==> src/rtl/key_filter_pkg.sv <==
// Shared definitions for the push-button debounce filter: FSM state encodings
// and the logical meaning of the active-low key level.
package key_filter_pkg;

    typedef enum logic [1:0] {
        S_IDLE        = 2'd0,
        S_FILTER_DOWN = 2'd1,
        S_DOWN        = 2'd2,
        S_FILTER_UP   = 2'd3
    } state_e;

    localparam logic KEY_PRESSED  = 1'b0;
    localparam logic KEY_RELEASED = 1'b1;

endpackage

==> src/rtl/key_filter_sync_edge.sv <==
// Three-flop synchroniser for an asynchronous pin with falling/rising edge detect.
// Resets to all ones so an idle active-low pin never reports an edge after reset.
module sync_edge (
    input  logic clk_i,
    input  logic rst_i,
    input  logic pin_i,
    output logic nedge_o,
    output logic pedge_o
);

    logic [2:0] sync_q;

    always_ff @(posedge clk_i) begin
        if (rst_i) begin
            sync_q <= 3'b111;
        end else begin
            sync_q <= {sync_q[1:0], pin_i};
        end
    end

    // sync_q[2] is the older sample, sync_q[1] the newer one
    assign nedge_o = sync_q[2] & ~sync_q[1];
    assign pedge_o = ~sync_q[2] & sync_q[1];

endmodule

==> src/rtl/key_filter.sv <==
// Debounces one active-low push-button into a clean level (key_state) and a
// one-cycle strobe (key_flag) for every confirmed press or release.
module key_filter
    import key_filter_pkg::*;
#(
    parameter int DEBOUNCE_CYCLES = 1_000_000,
    parameter int CNT_W           = 20
) (
    input  logic Clk50M,
    input  logic Rst,
    input  logic key_in,
    output logic key_flag,
    output logic key_state
);

    localparam logic [CNT_W-1:0] CNT_LAST = CNT_W'(DEBOUNCE_CYCLES - 1);

    logic       nedge;
    logic       pedge;
    state_e     state_q, state_d;
    logic [CNT_W-1:0] cnt_q, cnt_d;
    logic       flag_q, flag_d;
    logic       level_q, level_d;
    logic       cntDone;

    sync_edge u_sync_edge (
        .clk_i   (Clk50M),
        .rst_i   (Rst),
        .pin_i   (key_in),
        .nedge_o (nedge),
        .pedge_o (pedge)
    );

    assign cntDone = (cnt_q == CNT_LAST);

    always_ff @(posedge Clk50M) begin
        if (Rst) begin
            state_q <= S_IDLE;
            cnt_q   <= '0;
            flag_q  <= 1'b0;
            level_q <= KEY_RELEASED;
        end else begin
            state_q <= state_d;
            cnt_q   <= cnt_d;
            flag_q  <= flag_d;
            level_q <= level_d;
        end
    end

    // An opposite edge always beats the counter terminal: the filter restarts.
    always_comb begin
        state_d = state_q;
        cnt_d   = '0;
        case (state_q)
            S_IDLE: begin
                if (nedge) state_d = S_FILTER_DOWN;
            end
            S_FILTER_DOWN: begin
                if (pedge)        state_d = S_IDLE;
                else if (cntDone) state_d = S_DOWN;
                else              cnt_d   = cnt_q + CNT_W'(1);
            end
            S_DOWN: begin
                if (pedge) state_d = S_FILTER_UP;
            end
            S_FILTER_UP: begin
                if (nedge)        state_d = S_DOWN;
                else if (cntDone) state_d = S_IDLE;
                else              cnt_d   = cnt_q + CNT_W'(1);
            end
            default: state_d = S_IDLE;
        endcase
    end

    always_comb begin
        flag_d  = 1'b0;
        level_d = level_q;
        if (state_q == S_FILTER_DOWN && !pedge && cntDone) begin
            flag_d  = 1'b1;
            level_d = KEY_PRESSED;
        end else if (state_q == S_FILTER_UP && !nedge && cntDone) begin
            flag_d  = 1'b1;
            level_d = KEY_RELEASED;
        end
    end

    assign key_flag  = flag_q;
    assign key_state = level_q;

endmodule

==> config.mk <==
export PLATFORM = sky130hd
export DESIGN_NAME = key_filter
export DESIGN_NICKNAME = d
export VERILOG_FILES = /design/src/rtl/key_filter_pkg.sv /design/src/rtl/key_filter_sync_edge.sv /design/src/rtl/key_filter.sv
export SDC_FILE = /design/constraint.sdc
export NUM_CORES = 1
export LEC_CHECK = 0
export CORE_MARGIN = 2
export CORE_UTILIZATION = 36
export DETAILED_ROUTE_END_ITERATION = 10
export PLACE_DENSITY = 0.54
export SYNTH_ARGS = -nofsm -noshare
export SYNTH_HDL_FRONTEND = slang
export SYNTH_SLANG_ARGS = --single-unit
==> constraint.sdc <==
create_clock -name Clk50M -period 2.7 [get_ports Clk50M]
set_input_delay 0.405 -clock Clk50M [delete_from_list [all_inputs] [get_ports Clk50M]]
set_output_delay 0.405 -clock Clk50M [all_outputs]
set_load 0.02 [all_outputs]
==> flow_summary.json, run 1 <==
{
  "total_power_uw": 586,
  "finalInstanceArea_um2": 1340,
  "syn_inst": 138,
  "timing.reg2reg.worst_path_depth": 4,
  "timing.max_slew.rel_slack": 0.693,
  "synth-async-reset-ratio": 0,
  "track_usage": 0.135,
  "arrival_ns": 2.44,
  "pwr-share-comb": 0.024,
  "grt_first_pass_wirelength_um": 4310,
  "antenna_violating_nets_post_route": 0,
  "die_w_um": 62.5,
  "most_common_cell_in_the_synthesized_netlist": "sky130_fd_sc_hd__dfxtp_1",
  "detail_route.first_pass.iterations": 4,
  "skew_ns": 0.00463,
  "hold_viol": 0,
  "cp_slowest_cell": "sky130_fd_sc_hd__or4_2",
  "holdCritStartpoint": "u_sync_edge.sync_q[0]",
  "timing.critical_path.cells": "or4_2 -> or4_4 -> o21bai_4 -> nor2_1",
  "net_count_after_synthesis": 142,
  "timing.hold.worst.class": "register to register",
  "endpoint_kind": "register",
  "startpoint_type": "register",
  "std_cell_rows": 21,
  "placement.setup.worst_slack_ns": 0.461,
  "area_growth_from_synthesis_to_layout_pct": 8.53,
  "sequential_cell_fraction_of_total_power": 0.689,
  "critical_path_class": "register to register",
  "floorplan.die_area_um2": 3910,
  "max_freq_mhz": 447,
  "timing.critical_path.required_ns": 2.90,
  "p_int_uw": 464,
  "synth_top_flop_cell": "sky130_fd_sc_hd__dfxtp_1",
  "synth.cell_area_um2": 1230,
  "num-fill-cells": 364,
  "synth_area_leaders": "sky130_fd_sc_hd__dfxtp_1 (44%), sky130_fd_sc_hd__nor2_1 (4.3%), sky130_fd_sc_hd__xnor2_1 (4.3%)",
  "detail_route.iter0.violations": 37,
  "routed_wl_um": 2310,
  "fp.coreArea_um2": 3310,
  "slew_violations": 0,
  "gpl.final_weighted_congestion": 0.721,
  "swShare": 0.208,
  "clockPowerShare": 0.286,
  "drc_errors": 0,
  "fp.dieH_um": 62.5,
  "final_critical_path_setup_slack_ns": 0.460,
  "cts_setup_buffers": 0,
  "grt_residual_overflow": 0,
  "grt_pass1_vias": 969,
  "ys_seq_elements": 27,
  "finalSetupViolations": 0,
  "final_critical_period_ns": 2.24,
  "vias": 972,
  "synth.distinct_cells": 33,
  "power.density_nw_per_um2": 438,
  "fin_hold_ws_ns": 0.427,
  "n_diodes": 0,
  "buffer_ports.inserted": 4,
  "post-route-util": 0.404,
  "power_leakage_nw": 0.385,
  "cts.clk_slew.worst_paths_ns": 0.14,
  "synth.largest_area_cell": "sky130_fd_sc_hd__dfxtp_1",
  "skew_pair_late_insertion_delay_ns": 0.32,
  "post_layout_nonfiller_instances": 189,
  "cts_inserted_buffers": 3,
  "synth_enable_flop_cells": 0,
  "place_hpwl_um": 1700,
  "synth.yosys.warnings": 0,
  "worstHoldEndpoint": "u_sync_edge.sync_q[1]",
  "cts_resized": 0,
  "hold_path_depth": 1,
  "post-route-period-util": 0.829,
  "drt-vias-per-instance": 5.14,
  "io_pins": 5,
  "yosys.area.top_type_share": 0.439,
  "grt_max_degree": 20,
  "cts.sink_count": 27,
  "postSynthAreaPerCell_um2": 8.93,
  "tightestPinTransition_ns": 0.460,
  "post_cts_hold_buffer_count": 0,
  "total_negative_setup_slacks_ns": 0,
  "path_max_fanout": 19,
  "placed_area_um2": 1310,
  "rr_startpoint": "cnt_q[6]",
  "num-nets-final": 148,
  "cts.root.buffer_cell": "sky130_fd_sc_hd__clkbuf_4",
  "wire_per_inst_um": 12.2,
  "grt_setup_unrepaired": "no",
  "htree_levels": 1,
  "cts_tree": "done",
  "run_status": "finished clean",
  "vdd.ir_drop.worst_uv": 247,
  "regToRegEndpoint": "cnt_q[7]",
  "setup.worst_path.start": "cnt_q[6]",
  "cts_buffer_depth": 2,
  "max_cap_violations": 0,
  "start_util": 0.372,
  "dp_cells": 185,
  "synth_commonest_cells": "sky130_fd_sc_hd__dfxtp_1 (27), sky130_fd_sc_hd__nor2_1 (14), sky130_fd_sc_hd__nand2_1 (10)",
  "synth.yosys.seq_area_share": 0.439,
  "reg2reg_slack_ns": 0.46,
  "post_route_cells_drive_above_1_share": 0.0909,
  "crit_path_max_incr_delay_ns": 0.67,
  "initial_antenna_violation_count": 0,
  "power_switching_uw": 122
}
worst max-delay path by stage:
stage / endpoint / slack (ns) / depth (start not counted)
after floorplan: key_state / 0.60 / 4
after global placement: key_state / 0.51 / 4
after detailed placement: cnt_q[7] / 0.46 / 4
after CTS: cnt_q[7] / 0.45 / 4
after global routing: cnt_q[11] / 0.30 / 4
final: cnt_q[7] / 0.46 / 4
layer usage:
metal  part of all wire  GRT usage
met5                  0          0
met3              0.023     0.0378
met4             0.0091     0.0333
met1               0.48      0.165
met2               0.49      0.234
layout make-up:
class	instances	area, um2	area share
repair buffers	4	40.0	0.0299
flip-flops and latches	27	541	0.404
well taps	46	57.6	0.0430
clock inverters	1	5.00	0.00374
multi-input cells	105	661	0.494
inverters	3	11.3	0.00842
clock buffers	3	22.5	0.0168
power groups by stage:
| stage | combinational, mW | clock (mW) | sequential, mW |
|---|---|---|---|
| 2_1_floorplan | 0.00966 | 0 | 0.412 |
| 3_3_place_gp | 0.0143 | 0 | 0.413 |
| 3_5_place_dp | 0.0143 | 0 | 0.413 |
| 4_1_cts | 0.0144 | 0.178 | 0.404 |
| 5_1_grt | 0.0163 | 0.195 | 0.405 |
| 6_report | 0.0142 | 0.168 | 0.404 |
worst max-delay path, delay by kind of cell, from the launching register on:
family | cells | cell delay, ns
and+or+nand+nor | 3 | 1.33
DFF | 1 | 0.39
AOI/OAI and AO/OA | 1 | 0.40
state kept, by name (all words and copies together) (netlist names):
register,cells
key_state,1
key_flag,1
cnt_q,20
state_q,2
u_sync_edge.sync_q,3
cell usage in the layout (no fill, tap or decap), drive strengths merged, types with 4 or more instances in the layout:
master         instances
a21oi                  8
clkdlybuf4s50          4
dfxtp                 27
nand2                 10
nand3                  8
nand4                  7
nor2                  14
nor3                   4
o21ai                  8
or3                    6
or4                    8
xnor2                  6
xor2                   5
cells by family (layout without fill, tap and decap cells):
group                      count (synthesis)  after routing  synth area share
AOI/OAI and AO/OA                         22             22             0.114
xor gates and xnor gates                  11             11            0.0782
adders and majority gates                  1              1            0.0102
buffers and inverters                      6             11            0.0254
DFF                                       27             27             0.439
muxes                                      1              1           0.00812
and+or+nand+nor                           70             70             0.326
Power figures use the tool's default switching activity.
==> inputs of run 2 (changes only) <==
- PLACE_DENSITY: 0.54 -> 0.56
- clock period: 2.7 -> 1.8 ns (I/O delays scaled with it)
==> flow_summary.json, run 2 (synthesis results as in run 1) <==
{
  "run_status": "finished, violations left",
  "violations": "setup timing",
  "placed_area_um2": 1540,
  "skew_pair_late_insertion_delay_ns": 0.35,
  "cp_slowest_cell": "sky130_fd_sc_hd__or4_4",
  "critical_path_class": "register to register",
  "start_util": 0.372,
  "timing.hold.worst.class": "register to register",
  "fp.coreArea_um2": 3310,
  "fp.dieH_um": 62.5,
  "grt_first_pass_wirelength_um": 4730,
  "power.density_nw_per_um2": 528,
  "floorplan.die_area_um2": 3910,
  "cts.root.buffer_cell": "sky130_fd_sc_hd__clkbuf_4",
  "tightestPinTransition_ns": 0.304,
  "htree_levels": 1,
  "initial_antenna_violation_count": 0,
  "arrival_ns": 2.33,
  "cts_buffer_depth": 2,
  "vias": 1167,
  "top_flop_regs": "cnt_q (20), u_sync_edge.sync_q (3), state_q (2)",
  "wire_per_inst_um": 12.9,
  "drt-vias-per-instance": 5.21,
  "hold_viol": 0,
  "regToRegEndpoint": "cnt_q[10]",
  "p_int_uw": 723,
  "cts.sink_count": 27,
  "routed_wl_um": 2890,
  "area_growth_from_synthesis_to_layout_pct": 45.4,
  "grt_max_degree": 18,
  "cts_tree": "done",
  "sequential_cell_fraction_of_total_power": 0.640,
  "hold_path_depth": 1,
  "path_buf_inv": 3,
  "io_pins": 5,
  "buffer_ports.inserted": 4,
  "post-route-util": 0.541,
  "total_power_uw": 947,
  "registers.top_by_ff_count": "cnt_q",
  "grt_pass1_vias": 1030,
  "most-common-layout-cells": "sky130_fd_sc_hd__buf_4 (27), sky130_fd_sc_hd__dfxtp_1 (21), sky130_fd_sc_hd__nand2_1 (10)",
  "detail_route.first_pass.iterations": 5,
  "timing.critical_path.cells": "buf_6 -> or4_4 -> or4_4 -> o21bai_4 -> buf_6 -> buf_16 -> nor2_1",
  "startpoint_type": "register",
  "skew_ns": 0.0118,
  "grt_residual_overflow": 0,
  "swShare": 0.237,
  "finalSetupViolations": 23,
  "std_cell_rows": 21,
  "mostFrequentLayoutCell": "sky130_fd_sc_hd__buf_4",
  "detail_route.iter0.violations": 78,
  "finalInstanceArea_um2": 1790,
  "cts_inserted_buffers": 3,
  "largest_register_ff_count": 20,
  "max_freq_mhz": 485,
  "die_w_um": 62.5,
  "final_critical_period_ns": 2.06,
  "n_diodes": 0,
  "timing.max_slew.rel_slack": 0.795,
  "endpoint_kind": "register",
  "timing.reg2reg.worst_path_depth": 7,
  "reg2reg_slack_ns": -0.26,
  "crit_path_max_incr_delay_ns": 0.55,
  "worstHoldEndpoint": "u_sync_edge.sync_q[1]",
  "max_cap_violations": 0,
  "gpl.final_weighted_congestion": 0.781,
  "place_hpwl_um": 1930,
  "track_usage": 0.153,
  "drc_errors": 0,
  "power_leakage_nw": 0.615,
  "antenna_violating_nets_post_route": 0,
  "rr_startpoint": "cnt_q[13]",
  "holdCritStartpoint": "u_sync_edge.sync_q[0]",
  "slew_violations": 0,
  "timing.critical_path.max_delay_family": "simple AND/OR/NAND/NOR gates",
  "post_route_cells_drive_above_1_share": 0.416,
  "vdd.ir_drop.worst_uv": 313,
  "final_critical_path_setup_slack_ns": -0.263,
  "pwr-share-comb": 0.053,
  "clockPowerShare": 0.307,
  "num-nets-final": 183,
  "power_switching_uw": 224,
  "cts.clk_slew.worst_paths_ns": 0.16,
  "grt_setup_unrepaired": "yes",
  "post-route-period-util": 1.15,
  "timing.critical_path.required_ns": 2.06,
  "path_max_fanout": 5
}
-- run 2: changes by cell type in the layout (fill, tap and decap cells not counted), moves of 3 or more --
| cell | delta |
|---|---|
| sky130_fd_sc_hd__dfxtp_2 | +6 |
| sky130_fd_sc_hd__a21oi_2 | +6 |
| sky130_fd_sc_hd__or4_1 | -3 |
| sky130_fd_sc_hd__buf_6 | +4 |
| sky130_fd_sc_hd__nor2_1 | -9 |
| sky130_fd_sc_hd__buf_4 | +27 |
| sky130_fd_sc_hd__a21oi_1 | -6 |
| sky130_fd_sc_hd__nor2_2 | +8 |
| sky130_fd_sc_hd__dfxtp_1 | -6 |
| sky130_fd_sc_hd__buf_16 | +3 |
| sky130_fd_sc_hd__or4_4 | +4 |
-- run 2: worst max-delay path by stage --
stage	depth (start not counted)	to	startpoint
final	7	cnt_q[10]	cnt_q[13]
after global routing	7	cnt_q[16]	cnt_q[13]
after CTS	7	cnt_q[14]	cnt_q[13]
after detailed placement	4	key_state	cnt_q[8]
after global placement	4	key_state	cnt_q[8]
after floorplan	4	key_state	cnt_q[8]
-- run 2: metrics by stage --
stage                     setup WS [ns]  hold WS (ns)  setup TNS [ns]  cells
after floorplan                  -0.270         0.374           -3.91    138
after global routing             -0.295         0.463           -5.93    224
after CTS                        -0.280         0.434           -5.67    223
after detailed placement         -0.284         0.396           -4.86    213
final                            -0.263         0.429           -5.33    224
after global placement           -0.266         0.393           -4.72    213
-- run 2: per-layer routing --
| metal | routed length [um] | vias up | track usage | share of wire |
|---|---|---|---|---|
| met4 | 59 | 0 | 0.0667 | 0.020 |
| met1 | 1300 | 548 | 0.195 | 0.45 |
| met3 | 78 | 5 | 0.0216 | 0.027 |
| met2 | 1460 | 28 | 0.257 | 0.50 |
| li1 | - | 586 | - | - |
| met5 | 0 | - | 0 | 0 |
-- run 2: cell type report --
type	count	area, um2
well taps	46	57.6
multi-input cells	105	753
clock inverters	1	8.76
inverters	3	11.3
repair buffers	39	390
clock buffers	3	22.5
flip-flops and latches	27	548
fillers	297	1520
-- run 2: power groups by stage --
stage	sequential [mW]	clock, mW	combinational (mW)
2_1_floorplan	0.618	0	0.0146
3_3_place_gp	0.619	0	0.0274
3_5_place_dp	0.619	0	0.0281
4_1_cts	0.606	0.304	0.0470
5_1_grt	0.608	0.335	0.0527
6_report	0.606	0.291	0.0497
-- run 2: repair_timing --
| action | CTS | global route |
|---|---|---|
| pin swaps | 13 | 2 |
| hold buffers | 0 | 0 |
| endpoints found under the setup margin | 23 | 23 |
| gates resized for setup | 19 | 16 |
| setup buffers | 4 | 1 |
| cloned | 3 | 0 |
==> inputs of run 3 (changes only) <==
- ABC_AREA: unset -> 1
==> flow_summary.json, run 3 <==
{
  "cts_setup_buffers": 0,
  "wire_per_inst_um": 10.6,
  "fp.coreArea_um2": 3720,
  "fp.dieH_um": 66.8,
  "ys_seq_elements": 27,
  "run_status": "finished clean",
  "antenna_violating_nets_post_route": 0,
  "mostFrequentLayoutCell": "sky130_fd_sc_hd__nand2_1",
  "synth_enable_flop_cells": 0,
  "synth_commonest_cells": "sky130_fd_sc_hd__nand2_1 (35), sky130_fd_sc_hd__nor2_1 (33), sky130_fd_sc_hd__inv_1 (29)",
  "endpoint_kind": "register",
  "power.density_nw_per_um2": 638,
  "buffer_ports.inserted": 4,
  "pwr-share-comb": 0.039,
  "place_hpwl_um": 2100,
  "path_max_fanout": 17,
  "postSynthAreaPerCell_um2": 7.17,
  "cts_resized": 0,
  "post_route_cells_drive_above_1_share": 0.146,
  "max_cap_violations": 0,
  "swShare": 0.216,
  "yosys.area.top_type_share": 0.381,
  "detail_route.first_pass.iterations": 4,
  "arrival_ns": 1.74,
  "total_power_uw": 989,
  "post-route-period-util": 0.875,
  "vdd.ir_drop.worst_uv": 317,
  "io_pins": 5,
  "grt_setup_unrepaired": "no",
  "synth_compound_area_frac": 0.0450,
  "total_negative_setup_slacks_ns": 0,
  "power_switching_uw": 214,
  "synth.distinct_cells": 28,
  "cts.sink_count": 27,
  "area_growth_from_synthesis_to_layout_pct": 9.35,
  "dp_cells": 250,
  "rr_startpoint": "cnt_q[0]",
  "most-common-layout-cells": "sky130_fd_sc_hd__nand2_1 (35), sky130_fd_sc_hd__nor2_1 (33), sky130_fd_sc_hd__inv_1 (29)",
  "start_util": 0.382,
  "skew_ns": 0.00345,
  "post_synth_xor_area_fraction": 0.0494,
  "placed_area_um2": 1510,
  "most_common_cell_in_the_synthesized_netlist": "sky130_fd_sc_hd__nand2_1",
  "dominant_combinational_cell_family_by_area_after_synthesis": "simple AND/OR/NAND/NOR gates",
  "htree_levels": 1,
  "skew_pair_late_insertion_delay_ns": 0.27,
  "die_w_um": 66.8,
  "gpl.final_weighted_congestion": 0.869,
  "fin_hold_ws_ns": 0.418,
  "muxShareOfSynthArea": 0,
  "tightestPinTransition_ns": 0.382,
  "cts_buffer_depth": 2,
  "power_leakage_nw": 0.577,
  "top_flop_regs": "cnt_q (20), u_sync_edge.sync_q (3), state_q (2)",
  "max_freq_mhz": 635,
  "drc_errors": 0,
  "largest_register_ff_count": 20,
  "synth.yosys.warnings": 0,
  "synth.cell_area_um2": 1420,
  "cts_inserted_buffers": 3,
  "post_cts_hold_buffer_count": 0,
  "std_cell_rows": 22,
  "p_int_uw": 776,
  "cts.root.buffer_cell": "sky130_fd_sc_hd__clkbuf_8",
  "post_layout_nonfiller_instances": 254,
  "setup.worst_path.start": "cnt_q[0]",
  "holdCritStartpoint": "u_sync_edge.sync_q[0]",
  "track_usage": 0.146,
  "num-nets-final": 211,
  "hold_viol": 0,
  "synth_top_flop_cell": "sky130_fd_sc_hd__dfxtp_1",
  "synth_simple_gate_area_frac": 0.421,
  "synth-adder-area-share": 0.00882,
  "routed_wl_um": 2680,
  "initial_antenna_violation_count": 0,
  "timing.critical_path.required_ns": 1.96,
  "grt_pass1_vias": 1093,
  "finalInstanceArea_um2": 1550,
  "grt_first_pass_wirelength_um": 4930,
  "grt_residual_overflow": 0,
  "synth_area_leaders": "sky130_fd_sc_hd__dfxtp_1 (38%), sky130_fd_sc_hd__nand2_1 (9.3%), sky130_fd_sc_hd__nor2_1 (8.7%)",
  "critical_path_class": "register to register",
  "syn_inst": 198,
  "slew_violations": 0,
  "post-route-util": 0.418,
  "n_diodes": 0,
  "finalSetupViolations": 0,
  "final_critical_path_setup_slack_ns": 0.225,
  "grt_max_degree": 18,
  "cts.clk_slew.worst_paths_ns": 0.09,
  "floorplan.die_area_um2": 4460,
  "net_count_after_synthesis": 202,
  "cts_tree": "done",
  "final_critical_period_ns": 1.58,
  "registers.top_by_ff_count": "cnt_q",
  "synth.largest_area_cell": "sky130_fd_sc_hd__dfxtp_1",
  "vias": 1133,
  "timing.max_slew.rel_slack": 0.745,
  "clockPowerShare": 0.350,
  "synth.yosys.seq_area_share": 0.381,
  "startpoint_type": "register",
  "placement.setup.worst_slack_ns": 0.209,
  "drt-vias-per-instance": 4.46,
  "sequential_cell_fraction_of_total_power": 0.612,
  "synth-async-reset-ratio": 0,
  "timing.hold.worst.class": "register to register",
  "detail_route.iter0.violations": 63
}
run 3: cell types whose count changed in the layout (fill, tap and decap cells not counted), sizes merged, moves of 3 or more:
cell	before	now
a21oi	8	1
and4	3	0
buf	35	1
inv	4	30
nand2	10	40
nand3	8	17
nand3b	3	0
nor2	14	45
nor3	4	9
or3	6	0
or4	8	0
xnor2	6	2
run 3: routing by layer:
| layer | global-route usage | up-vias | share of wire |
|---|---|---|---|
| li1 | - | 635 | - |
| met1 | 0.198 | 485 | 0.54 |
| met2 | 0.228 | 11 | 0.43 |
| met3 | 0.0422 | 2 | 0.026 |
| met4 | 0.0332 | 0 | 0.0063 |
| met5 | 0 | - | 0 |
run 3: power groups by stage:
stage	combinational [mW]	sequential, mW	clock, mW
floorplan	0.0276	0.618	0
global placement	0.0388	0.619	0
detailed placement	0.0385	0.619	0
CTS	0.0387	0.605	0.360
global route	0.0439	0.606	0.390
finish	0.0384	0.605	0.346
run 3: cell type report:
class / instances / area (um2)
inverters: 30 / 115
fillers: 421 / 2160
repair buffers: 5 / 47.5
multi-input cells: 140 / 743
clock buffers: 4 / 45.0
well taps: 48 / 60.1
flip-flops and latches: 27 / 541
run 3: worst max-delay path, stage by stage (launching register included):
cell	delay, ns
sky130_fd_sc_hd__dfxtp_1	0.38
sky130_fd_sc_hd__ha_1	0.22
sky130_fd_sc_hd__nand3_2	0.13
sky130_fd_sc_hd__nor2_4	0.16
sky130_fd_sc_hd__nand3_2	0.13
sky130_fd_sc_hd__nand2_4	0.10
sky130_fd_sc_hd__inv_4	0.05
sky130_fd_sc_hd__nand2_4	0.21
sky130_fd_sc_hd__nor2_1	0.09
run 3: final timing paths:
kind / endpoint / slack, ns / cells after the start
worst min-delay path: u_sync_edge.sync_q[1] / 0.42 / 1
worst max register to register: cnt_q[10] / 0.22 / 8
worst min register to register: u_sync_edge.sync_q[1] / 0.42 / 1
worst max-delay path: cnt_q[10] / 0.22 / 8
run 3: cell families after synthesis:
kind of cell / Yosys count
buffers and inverters: 31
AOI/OAI and AO/OA: 9
xor gates and xnor gates: 8
and+or+nand+nor: 122
DFF: 27
adders and majority gates: 1
